`config.mk`:
```
export PLATFORM = sky130hd
export DESIGN_NAME = comparator_seq_ctrl_flat
export DESIGN_NICKNAME = d
export VERILOG_FILES = /design/src/rtl/comparator_seq_ctrl_if.sv /design/src/rtl/comparator_seq_ctrl.sv /design/src/flat_wrapper.sv
export SDC_FILE = /design/constraint.sdc
export NUM_CORES = 1
export LEC_CHECK = 0
export CAP_MARGIN = 20
export CORE_MARGIN = 2
export CORE_UTILIZATION = 50
export DETAILED_ROUTE_END_ITERATION = 10
export DONT_BUFFER_PORTS = 1
export PLACE_DENSITY = 0.67
export RECOVER_POWER = 50
export SYNTH_ARGS = -nofsm -noshare
export SYNTH_HDL_FRONTEND = slang
export SYNTH_SLANG_ARGS = --single-unit
```
`constraint.sdc`:
```
create_clock -name clk -period 1.4 [get_ports clk]
set_input_delay 0.07 -clock clk [delete_from_list [all_inputs] [get_ports clk]]
set_output_delay 0.07 -clock clk [all_outputs]
set_load 0.02 [all_outputs]
```
`src/rtl/comparator_seq_ctrl_if.sv`:
```
// -----------------------------------------------------------------------------
// comparator_seq_ctrl_if
// Start/done handshake and operand/result bundle for comparator_seq_ctrl.
//   master : requester side (drives start_i, clear_i, a_i, b_i)
//   slave  : comparator side (drives busy_o, done_o, lt_o, eq_o, gt_o)
// Signals:
//   start_i  request a compare (accepted only when the comparator is idle/done)
//   clear_i  synchronous abort back to idle
//   a_i/b_i  operands, WIDTH bits each, sampled on the accepting edge
//   busy_o   compare in progress
//   done_o   one-cycle completion pulse
//   lt_o/eq_o/gt_o  registered result, held until the next completion
// -----------------------------------------------------------------------------
interface comparator_seq_ctrl_if #(
    parameter int WIDTH = 12
) ();
    logic             start_i;
    logic             clear_i;
    logic [WIDTH-1:0] a_i;
    logic [WIDTH-1:0] b_i;
    logic             busy_o;
    logic             done_o;
    logic             lt_o;
    logic             eq_o;
    logic             gt_o;

    modport master (
        output start_i, clear_i, a_i, b_i,
        input  busy_o, done_o, lt_o, eq_o, gt_o
    );

    modport slave (
        input  start_i, clear_i, a_i, b_i,
        output busy_o, done_o, lt_o, eq_o, gt_o
    );
endinterface

```
`src/rtl/comparator_seq_ctrl.sv`:
```
// -----------------------------------------------------------------------------
// comparator_seq_ctrl
// Multi-cycle wide-word magnitude comparator. A single 3-bit comparator slice
// is time-shared: operands are walked LSB-first, three bits per cycle, and
// each slice result becomes the cascade input of the next (more significant)
// slice, so the final slice yields the full-width result.
// Ports:
//   clk    clock, rising edge
//   rst_n  asynchronous active-low reset
//   bus    comparator_seq_ctrl_if.slave (start/clear/operands in,
//          busy/done/lt/eq/gt out)
// Parameters:
//   WIDTH  operand width, multiple of 3 and >= 3
//   SIGNED 1 = two's-complement compare
// -----------------------------------------------------------------------------

// 3-bit magnitude slice: local inequality wins, otherwise the cascade from the
// less significant slices is passed through.
module comparator_3bits (
    input  logic [2:0] A,
    input  logic [2:0] B,
    input  logic       l,
    input  logic       e,
    input  logic       g,
    output logic       lt,
    output logic       et,
    output logic       gt
);
    // Slice decision with cascade pass-through on local equality
    always_comb begin
        lt = 1'b0;
        et = 1'b0;
        gt = 1'b0;
        if (A > B) begin
            gt = 1'b1;
        end else if (A < B) begin
            lt = 1'b1;
        end else begin
            lt = l;
            et = e;
            gt = g;
        end
    end
endmodule

module comparator_seq_ctrl #(
    parameter int WIDTH  = 12,
    parameter int SIGNED = 0
) (
    input  logic                  clk,
    input  logic                  rst_n,
    comparator_seq_ctrl_if.slave  bus
);
    localparam int NSLICE = WIDTH / 3;
    localparam int IDX_W  = (NSLICE > 1) ? $clog2(NSLICE) : 1;
    localparam logic [IDX_W-1:0] LAST_IDX  = IDX_W'(NSLICE - 1);
    localparam logic [IDX_W-1:0] IDX_ZERO  = IDX_W'(0);
    localparam logic [IDX_W-1:0] IDX_ONE   = IDX_W'(1);
    // Flipping the sign bit maps two's complement onto offset binary, which
    // orders correctly under the unsigned slice chain.
    localparam logic [WIDTH-1:0] SIGN_MASK =
        (SIGNED != 0) ? (WIDTH'(1) << (WIDTH - 1)) : WIDTH'(0);
    localparam logic [2:0] CASC_EQ = 3'b010;

    generate
        if (((WIDTH % 3) != 0) || (WIDTH < 3)) begin : g_bad_width
            $error("comparator_seq_ctrl: WIDTH must be a multiple of 3 and >= 3");
        end
    endgenerate

    typedef enum logic [1:0] {
        ST_IDLE = 2'b00,
        ST_RUN  = 2'b01,
        ST_DONE = 2'b10
    } state_t;

    state_t           state_r;
    logic [IDX_W-1:0] idx_r;
    logic [WIDTH-1:0] a_sh_r;      // operand A, current slice in bits [2:0]
    logic [WIDTH-1:0] b_sh_r;      // operand B, current slice in bits [2:0]
    logic [2:0]       casc_r;      // {l,e,g} from less significant slices
    logic             busy_r;
    logic             done_r;
    logic             lt_r;
    logic             eq_r;
    logic             gt_r;

    logic             slice_lt_s;
    logic             slice_et_s;
    logic             slice_gt_s;
    logic             accept_s;

    comparator_3bits u_slice (
        .A  (a_sh_r[2:0]),
        .B  (b_sh_r[2:0]),
        .l  (casc_r[2]),
        .e  (casc_r[1]),
        .g  (casc_r[0]),
        .lt (slice_lt_s),
        .et (slice_et_s),
        .gt (slice_gt_s)
    );

    // A new request is taken only when no compare is in flight
    always_comb begin
        accept_s = 1'b0;
        if (bus.start_i && ((state_r == ST_IDLE) || (state_r == ST_DONE))) begin
            accept_s = 1'b1;
        end else begin
            accept_s = 1'b0;
        end
    end

    // Control FSM, operand shifters, cascade and registered results
    always_ff @(posedge clk or negedge rst_n) begin
        if (!rst_n) begin
            state_r <= ST_IDLE;
            idx_r   <= IDX_ZERO;
            a_sh_r  <= WIDTH'(0);
            b_sh_r  <= WIDTH'(0);
            casc_r  <= CASC_EQ;
            busy_r  <= 1'b0;
            done_r  <= 1'b0;
            lt_r    <= 1'b0;
            eq_r    <= 1'b0;
            gt_r    <= 1'b0;
        end else if (bus.clear_i) begin
            // Abort: results of the last completed compare are kept
            state_r <= ST_IDLE;
            idx_r   <= IDX_ZERO;
            casc_r  <= CASC_EQ;
            busy_r  <= 1'b0;
            done_r  <= 1'b0;
        end else begin
            case (state_r)
                ST_IDLE, ST_DONE: begin
                    done_r <= 1'b0;
                    if (accept_s) begin
                        a_sh_r  <= bus.a_i ^ SIGN_MASK;
                        b_sh_r  <= bus.b_i ^ SIGN_MASK;
                        idx_r   <= IDX_ZERO;
                        casc_r  <= CASC_EQ;
                        busy_r  <= 1'b1;
                        state_r <= ST_RUN;
                    end else begin
                        busy_r  <= 1'b0;
                        state_r <= ST_IDLE;
                    end
                end
                ST_RUN: begin
                    casc_r <= {slice_lt_s, slice_et_s, slice_gt_s};
                    a_sh_r <= a_sh_r >> 3'd3;
                    b_sh_r <= b_sh_r >> 3'd3;
                    if (idx_r == LAST_IDX) begin
                        idx_r   <= IDX_ZERO;
                        lt_r    <= slice_lt_s;
                        eq_r    <= slice_et_s;
                        gt_r    <= slice_gt_s;
                        done_r  <= 1'b1;
                        busy_r  <= 1'b0;
                        state_r <= ST_DONE;
                    end else begin
                        idx_r   <= idx_r + IDX_ONE;
                    end
                end
                default: begin
                    state_r <= ST_IDLE;
                    idx_r   <= IDX_ZERO;
                    casc_r  <= CASC_EQ;
                    busy_r  <= 1'b0;
                    done_r  <= 1'b0;
                end
            endcase
        end
    end

    assign bus.busy_o = busy_r;
    assign bus.done_o = done_r;
    assign bus.lt_o   = lt_r;
    assign bus.eq_o   = eq_r;
    assign bus.gt_o   = gt_r;
endmodule

```
`src/flat_wrapper.sv`:
```
// flat-port wrapper written by rule: the top's interface ports become plain ports
module comparator_seq_ctrl_flat 
#(
    parameter int WIDTH  = 12,
    parameter int SIGNED = 0
)
  (clk, rst_n, bus_start_i, bus_clear_i, bus_a_i, bus_b_i, bus_busy_o, bus_done_o, bus_lt_o, bus_eq_o, bus_gt_o);
  comparator_seq_ctrl_if #(.WIDTH(WIDTH)) bus_i ();
  input  logic clk;
  input  logic rst_n;
  input wire logic [$bits(bus_i.start_i)-1:0] bus_start_i;
  input wire logic [$bits(bus_i.clear_i)-1:0] bus_clear_i;
  input wire logic [$bits(bus_i.a_i)-1:0] bus_a_i;
  input wire logic [$bits(bus_i.b_i)-1:0] bus_b_i;
  output wire logic [$bits(bus_i.busy_o)-1:0] bus_busy_o;
  output wire logic [$bits(bus_i.done_o)-1:0] bus_done_o;
  output wire logic [$bits(bus_i.lt_o)-1:0] bus_lt_o;
  output wire logic [$bits(bus_i.eq_o)-1:0] bus_eq_o;
  output wire logic [$bits(bus_i.gt_o)-1:0] bus_gt_o;
  assign bus_i.start_i = bus_start_i;
  assign bus_i.clear_i = bus_clear_i;
  assign bus_i.a_i = bus_a_i;
  assign bus_i.b_i = bus_b_i;
  assign bus_busy_o = bus_i.busy_o;
  assign bus_done_o = bus_i.done_o;
  assign bus_lt_o = bus_i.lt_o;
  assign bus_eq_o = bus_i.eq_o;
  assign bus_gt_o = bus_i.gt_o;
  comparator_seq_ctrl #(.WIDTH(WIDTH), .SIGNED(SIGNED)) u_core (.clk(clk), .rst_n(rst_n), .bus(bus_i));
endmodule
```
==> Flow_metrics.wiki, run 1 <==
{| class="wikitable"
! Metric !! Value
|-
| Hold Path Class || input pin to register
|-
| Clock tree root buffer cell || clkbuf_4
|-
| Layout area overhead || 32.2%
|-
| Worst Hold Margin || 0.0558 ns
|-
| Arrival time worst endpoint || 1.62 ns
|-
| Count of unresolved DRC violations after routing || 0
|-
| RD Place Congestion || 0.802
|-
| Type of destination of the critical path || register
|-
| Adder-Cell Fraction of Synth Area || 3.01%
|-
| CP Launch Type || register
|-
| Peak fanout along the critical path || 6
|-
| Internal power summed over all cells || 2.18 mW
|-
| Top_reg_cell synth || dfrtp_1
|-
| Part of the total power dissipated in combinational logic || 31.8%
|-
| Die outline height || 61.7 µm
|-
| Number of global-route vias before repair || 1348
|-
| CP required || 1.64 ns
|-
| Crit Path Category || register to register
|-
| I/O pins || 33
|-
| Number of hold-slack violations in the final timing report || 0
|-
| Clock latency on the worst-skew pair || 0.34 ns
|-
| Power per unit of standard cell area || 1420 nW/µm²
|-
| Die Outline Area || 3810 µm²
|-
| P_leak || 0.963 nW
|-
| CTS H-tree depth || 2
|-
| Initial core utilization || 53.7%
|-
| Cell area after synthesis || 1670 µm²
|-
| Core region area || 3100 µm²
|-
| Routed wire length per instance || 15.8 µm
|-
| All-Layer GR Usage || 22.3%
|-
| Worst clock skew on the final layout || 0.00431 ns
|-
| Register-to-register setup slack || 0.02 ns
|-
| F_max || 0.725 GHz
|-
| XOR/XNOR Fraction of Synth Area || 0%
|-
| Number of instances in the synthesized netlist || 151
|-
| Count of warnings emitted by yosys || 0
|-
| Register area share after synthesis || 52.7%
|-
| Post-synthesis register bit count || 35
|-
| Clock power share || 24.6%
|-
| Sw Share || 30.4%
|-
| Mapped Nets || 183
|-
| Global-route wire length before repair || 6110 µm
|-
| Fraction of layout cells with a size suffix above 1 || 20.2%
|-
| Post-synthesis mux area share || 10.8%
|-
| Number of enable-type register cells in the synthesized netlist || 0
|-
| Nets@finish || 219
|-
| Width of the die || 61.7 µm
|-
| Sequential fraction of design power || 43.7%
|-
| Post-DP HPWL || 2290 µm
|-
| Combinational family with the most area after synthesis || compound AO/OA/AOI/OAI gates
|-
| Post-route clock period utilization || 98.5%
|-
| Clock tree buffer depth || 2
|-
| Net Switching || 951 µW
|-
| Drt via density || 5.64
|-
| Actual slew at the worst max-slew pin || 0.840 ns
|-
| Clock tree sinks || 35
|-
| Final WS setup || 0.0207 ns
|-
| Final count of pins violating max slew || 0
|-
| Number of DRC markers after the initial detailed-route iteration || 113
|-
| Outcome || finished, final reports clean
|-
| Initial antenna violation count || 0
|-
| Number of antenna repair diodes || 0
|-
| Sum of overflow across all layers after global routing || 0
|-
| Share of synthesized registers carrying an async set or reset || 100%
|-
| Tmin final || 1.38 ns
|-
| Total iterations of the first detailed-routing run || 4
|-
| Number of buffers added by the clock tree synthesis step || 5
|-
| Pre-CTS WS || -0.0666 ns
|-
| Final setup fails || 0
|-
| Area fraction in compound gates after synthesis || 15.6%
|-
| Routed WL || 3680 µm
|-
| Floorplan row count || 20
|-
| TritonCTS clock tree || built
|-
| Number of maximum-capacitance violations || 0
|-
| Port buffer count || 0
|-
| Post-synth cell types || 29
|-
| Slew margin rel. || 44.0%
|-
| Number of vias after detailed routing || 1309
|-
| Maximum number of pins on one net before global-route repair || 36
|-
| VDD IR-drop max || 0.865 mV
|-
| Average size of a mapped cell || 11.0 µm²
|-
| Number of antenna-violating nets in the routed design || 0
|-
| Simple-gate area share of the yosys netlist || 13.0%
|-
| Clock slew at the register clock pins of the worst setup and hold paths || 0.11 ns
|}
-- worst max-delay path, stage by stage (launching register included) --
cell and delay, ns:
dfrtp_1 0.44, ha_4 0.30, and3b_2 0.28, nor2_1 0.06, a22o_1 0.20
-- cell type report --
class                   count  area, µm²
clock buffers               6       51.3
flip-flops and latches     35        878
multi-input cells         101        781
fillers                   240        902
clock inverters             2       35.0
repair buffers             39        382
well taps                  44       55.1
inverters                   5       18.8
-- final timing paths --
kind                                              startpoint                             to  cells after the start
worst min register to register  u_core.casc_r[1]$_DFFE_PN1P_   u_core.casc_r[1]$_DFFE_PN1P_                      1
worst max-delay path            u_core.a_sh_r[2]$_DFFE_PN0P_   u_core.casc_r[2]$_DFFE_PN0P_                      4
worst min-delay path                             bus_start_i    u_core.idx_r[0]$_DFFE_PN0P_                      4
max in group asynchronous                              rst_n  u_core.state_r[0]$_DFFE_PN0P_                      2
min in group asynchronous                              rst_n   u_core.b_sh_r[5]$_DFFE_PN0P_                      2
worst max register to register  u_core.a_sh_r[2]$_DFFE_PN0P_   u_core.casc_r[2]$_DFFE_PN0P_                      4
-- cells by family after synthesis --
family | Yosys count
simple gates | 38
mux | 18
flops | 35
buf+inv | 15
fa+ha+maj | 4
compound gates | 41
-- cells in the mapped netlist, types with 2 or more instances --
cell	instances	area share, %
nand3_1	2	0.60
ha_1	4	3.0
nand2_1	6	1.4
dfrtp_1	34	51
nor2_1	3	0.68
o211ai_1	2	0.90
a2bb2oi_1	2	1.1
mux2i_1	18	11
a22o_1	8	4.2
buf_2	5	1.5
inv_1	5	1.1
a21oi_1	18	5.4
o21ai_0	6	1.8
buf_4	3	1.4
a21o_1	3	1.4
nor3_1	19	5.7
-- power groups by stage --
stage	registers (mW)	logic (mW)	clock network (mW)
after floorplan	1.33	0.556	0
after global placement	1.35	0.661	0
after detailed placement	1.36	0.696	0
after CTS	1.35	0.825	0.791
after global routing	1.39	1.10	0.830
final	1.37	0.993	0.768
-- through the flow --
step                       TNS, ns  cells  area [µm²]  util [%]  total power, mW
after floorplan                  0    151        1670         -             1.88
after global placement           0    195        1760      56.7             2.01
after detailed placement   -0.0666    195        1760      56.7             2.06
after CTS                 -0.00915    229        2130      68.8             2.96
after global routing        -0.127    232        2200      70.9             3.32
final                            0    232        2200      70.9             3.13
-- layer usage --
metal | vias to the layer above | wire length, µm | part of all wire, % | global-route usage, %
li1 | 620 | - | - | -
met1 | 645 | 1550 | 42 | 28.6
met2 | 37 | 1900 | 52 | 36.1
met3 | 7 | 178 | 4.8 | 6.21
met4 | 0 | 44 | 1.2 | 8.21
met5 | - | 0 | 0 | 0
-- flip-flops by register name, indices dropped and copies added (netlist names) --
name / flops
u_core.casc_r: 3
u_core.bus.eq_o: 1
u_core.b_sh_r: 12
u_core.bus.gt_o: 1
u_core.bus.lt_o: 1
u_core.a_sh_r: 12
u_core.bus.done_o: 1
u_core.state_r: 1
u_core.idx_r: 2
u_core.bus.busy_o: 1
-- layout by cell type (no fill, tap or decap), drive strengths merged, types with 3 or more instances in the layout --
cell type / count
inv: 5
a22o: 8
nand2: 6
ha: 4
mux2i: 18
buf: 13
a21oi: 18
a21o: 3
o21ai: 6
nor3: 19
nor2: 3
dlygate4sd3: 25
dfrtp: 34
clkbuf: 7
-- what timing repair did --
action                                  CTS  global route
buffers inserted                          0             3
endpoints found under the setup margin    5            21
endpoints found under the hold margin    59             0
pin swaps                                 1             6
resized for setup                         4            14
hold buffers                             26             0
Power figures use the tool's default switching activity.
==> run 2: changes to the inputs <==
--- a/config.mk
+++ b/config.mk
@@ -6,12 +6,15 @@
 export NUM_CORES = 1
 export LEC_CHECK = 0
 export CAP_MARGIN = 20
+export CELL_PAD_IN_SITES_DETAIL_PLACEMENT = 1
+export CELL_PAD_IN_SITES_GLOBAL_PLACEMENT = 2
 export CORE_MARGIN = 2
-export CORE_UTILIZATION = 50
+export CORE_UTILIZATION = 35
 export DETAILED_ROUTE_END_ITERATION = 10
 export DONT_BUFFER_PORTS = 1
-export PLACE_DENSITY = 0.67
+export PLACE_DENSITY = 0.71
 export RECOVER_POWER = 50
+export SETUP_SLACK_MARGIN = 0.05
 export SYNTH_ARGS = -nofsm -noshare
 export SYNTH_HDL_FRONTEND = slang
 export SYNTH_SLANG_ARGS = --single-unit
==> run 2 against run 1 <==
Sequential cell count unchanged. Clock skew grew 0.0065 ns. Sequential share of layout area is 6.1 points lower. Design area grew 18%. The flow now finishes with violations (negative hold slack, negative setup slack). Critical path depth up 1.
==> Flow_metrics.wiki, run 2 (synthesis gave the netlist of run 1 again) <==
{| class="wikitable"
! Metric !! Value
|-
| Outcome || finished with violations
|-
| Failing checks || negative hold slack, negative setup slack
|-
| Peak fanout along the critical path || 5
|-
| Registers with the most flip-flops || u_core.a_sh_r (12), u_core.b_sh_r (12), u_core.casc_r (3)
|-
| Number of hold-slack violations in the final timing report || 2
|-
| Clock latency on the worst-skew pair || 0.30 ns
|-
| Total power || 3.82 mW
|-
| Width of the die || 73.0 µm
|-
| Drt via density || 5.61
|-
| Number of buffers added by the clock tree synthesis step || 5
|-
| Count of unresolved DRC violations after routing || 0
|-
| CP dominant cell by count || buf_6
|-
| Nets@finish || 226
|-
| Number of DRC markers after the initial detailed-route iteration || 90
|-
| Fraction of layout cells with a size suffix above 1 || 41.5%
|-
| Die Outline Area || 5330 µm²
|-
| Hold Path Class || input pin to register
|-
| Layout area overhead || 56.3%
|-
| Routed WL || 5260 µm
|-
| Final count of pins violating max slew || 0
|-
| Sum of overflow across all layers after global routing || 0
|-
| Number of antenna-violating nets in the routed design || 0
|-
| Routed wire length per instance || 21.1 µm
|-
| Cell family contributing the most delay on the critical path || simple AND/OR/NAND/NOR gates
|-
| Tmin final || 1.43 ns
|-
| Final setup fails || 7
|-
| Placed cell count || 206
|-
| Final instance area || 2600 µm²
|-
| Initial antenna violation count || 0
|-
| Most common cell after layout, fill and taps aside || dfrtp_1
|-
| Worst path max stage delay || 0.45 ns
|-
| Number of vias after detailed routing || 1398
|-
| Core region area || 4660 µm²
|-
| Type of destination of the critical path || register
|-
| Clock slew at the register clock pins of the worst setup and hold paths || 0.08 ns
|-
| CP Launch Type || register
|-
| Worst clock skew on the final layout || 0.0109 ns
|-
| Clock tree buffer depth || 2
|-
| Post-route clock period utilization || 102%
|-
| VDD IR-drop max || 0.870 mV
|-
| Fin Setup TNS || -0.124 ns
|-
| Power per unit of standard cell area || 1470 nW/µm²
|-
| Floorplan row count || 25
|-
| Slew margin rel. || 39.1%
|-
| Clock tree root buffer cell || clkbuf_8
|-
| Final WS setup || -0.0269 ns
|-
| Maximum number of pins on one net before global-route repair || 36
|-
| Crit-path slowest cell || dfrtp_2
|-
| Number of antenna repair diodes || 0
|-
| Placed cell areas || 1780 µm²
|-
| Post-DP HPWL || 2670 µm
|-
| Final Util || 55.8%
|-
| Commonest non-fill, non-tap cells in the layout || dfrtp_1, dlygate4sd3_1, nor3_1, a21oi_2, buf_4
|-
| P_leak || 1.07 nW
|-
| All-Layer GR Usage || 16.9%
|-
| Actual slew at the worst max-slew pin || 0.913 ns
|-
| Port buffer count || 0
|-
| Arrival time worst endpoint || 1.64 ns
|-
| Clock tree sinks || 35
|-
| Layout Cells excl Fill || 249
|-
| Die outline height || 73.0 µm
|-
| RD Place Congestion || 0.761
|-
| Series of cell instances along the critical path || nor3b_4, buf_6, or2_4, buf_6, a21oi_1
|-
| TritonCTS clock tree || built
|-
| Number of global-route vias before repair || 1390
|-
| CP required || 1.61 ns
|-
| Number of maximum-capacitance violations || 0
|-
| Crit Path Category || register to register
|-
| Total iterations of the first detailed-routing run || 4
|-
| I/O pins || 33
|-
| Initial core utilization || 35.7%
|-
| Worst Hold Margin || -0.00417 ns
|-
| Setup repair after global routing missed its margin || yes
|-
| F_max || 0.701 GHz
|-
| Buf/Inv on CP || 2
|-
| Global-route wire length before repair || 6760 µm
|-
| CTS H-tree depth || 2
|}
run 2: stage by stage:
| step | setup slack, ns | hold slack [ns] |
|---|---|---|
| floorplan | 0.0517 | -0.226 |
| detailed placement | -0.108 | -0.224 |
| global route | -0.0713 | -0.0139 |
| finish | -0.0269 | -0.00417 |
| global placement | 0.00883 | -0.224 |
| CTS | -0.0156 | 0.000263 |
run 2: area by class of cell:
class                      count  area (µm²)
tap                           54        67.6
clock buffer                   5        68.8
timing repair buffer          46         526
inverter                       5        18.8
fill                         458        2060
multi-input combinational    101         975
clock inverter                 3        67.6
sequential                    35         880
run 2: timing repair:
action | 4_1_cts | 5_1_grt
resized for setup | 14 | 48
pin swaps | 9 | 8
gates cloned | 1 | 6
setup endpoints to repair | 29 | 31
hold buffers | 16 | 6
endpoints found under the hold margin | 49 | 6
buffers inserted | 2 | 4
run 2: power by group:
part	internal, mW	switching [mW]
combinational	0.706	0.582
clock	0.711	0.406
sequential	1.22	0.198
total	2.63	1.19
run 2: path summary, 6_finish.rpt:
check	startpoint	to	slack (ns)	cells after the start
max	u_core.state_r[0]$_DFFE_PN0P_	u_core.a_sh_r[0]$_DFFE_PN0P_	-0.03	5
min	bus_a_i[8]	u_core.a_sh_r[8]$_DFFE_PN0P_	-0.004	2
max reg2reg	u_core.state_r[0]$_DFFE_PN0P_	u_core.a_sh_r[0]$_DFFE_PN0P_	-0.03	5
min reg2reg	u_core.a_sh_r[11]$_DFFE_PN0P_	u_core.a_sh_r[11]$_DFFE_PN0P_	0.51	1
max in group asynchronous	rst_n	u_core.bus.done_o$_DFFE_PN0P_	0.32	2
min in group asynchronous	rst_n	u_core.a_sh_r[4]$_DFFE_PN0P_	0.44	2
run 2: layer usage:
| metal | GRT usage [%] | up-vias | share of wire, % |
|---|---|---|---|
| met3 | 4.70 | 6 | 3.2 |
| met1 | 21.4 | 727 | 45 |
| li1 | - | 638 | - |
| met2 | 29.1 | 27 | 51 |
| met4 | 3.09 | 0 | 0.76 |
| met5 | 0 | - | 0 |
run 2: worst reg2reg max path: cells and delay by family (launching register included):
family,cells,cell delay [ns]
DFF,1,0.45
buffers and inverters,2,0.27
AOI/OAI and AO/OA,1,0.18
and+or+nand+nor,2,0.46
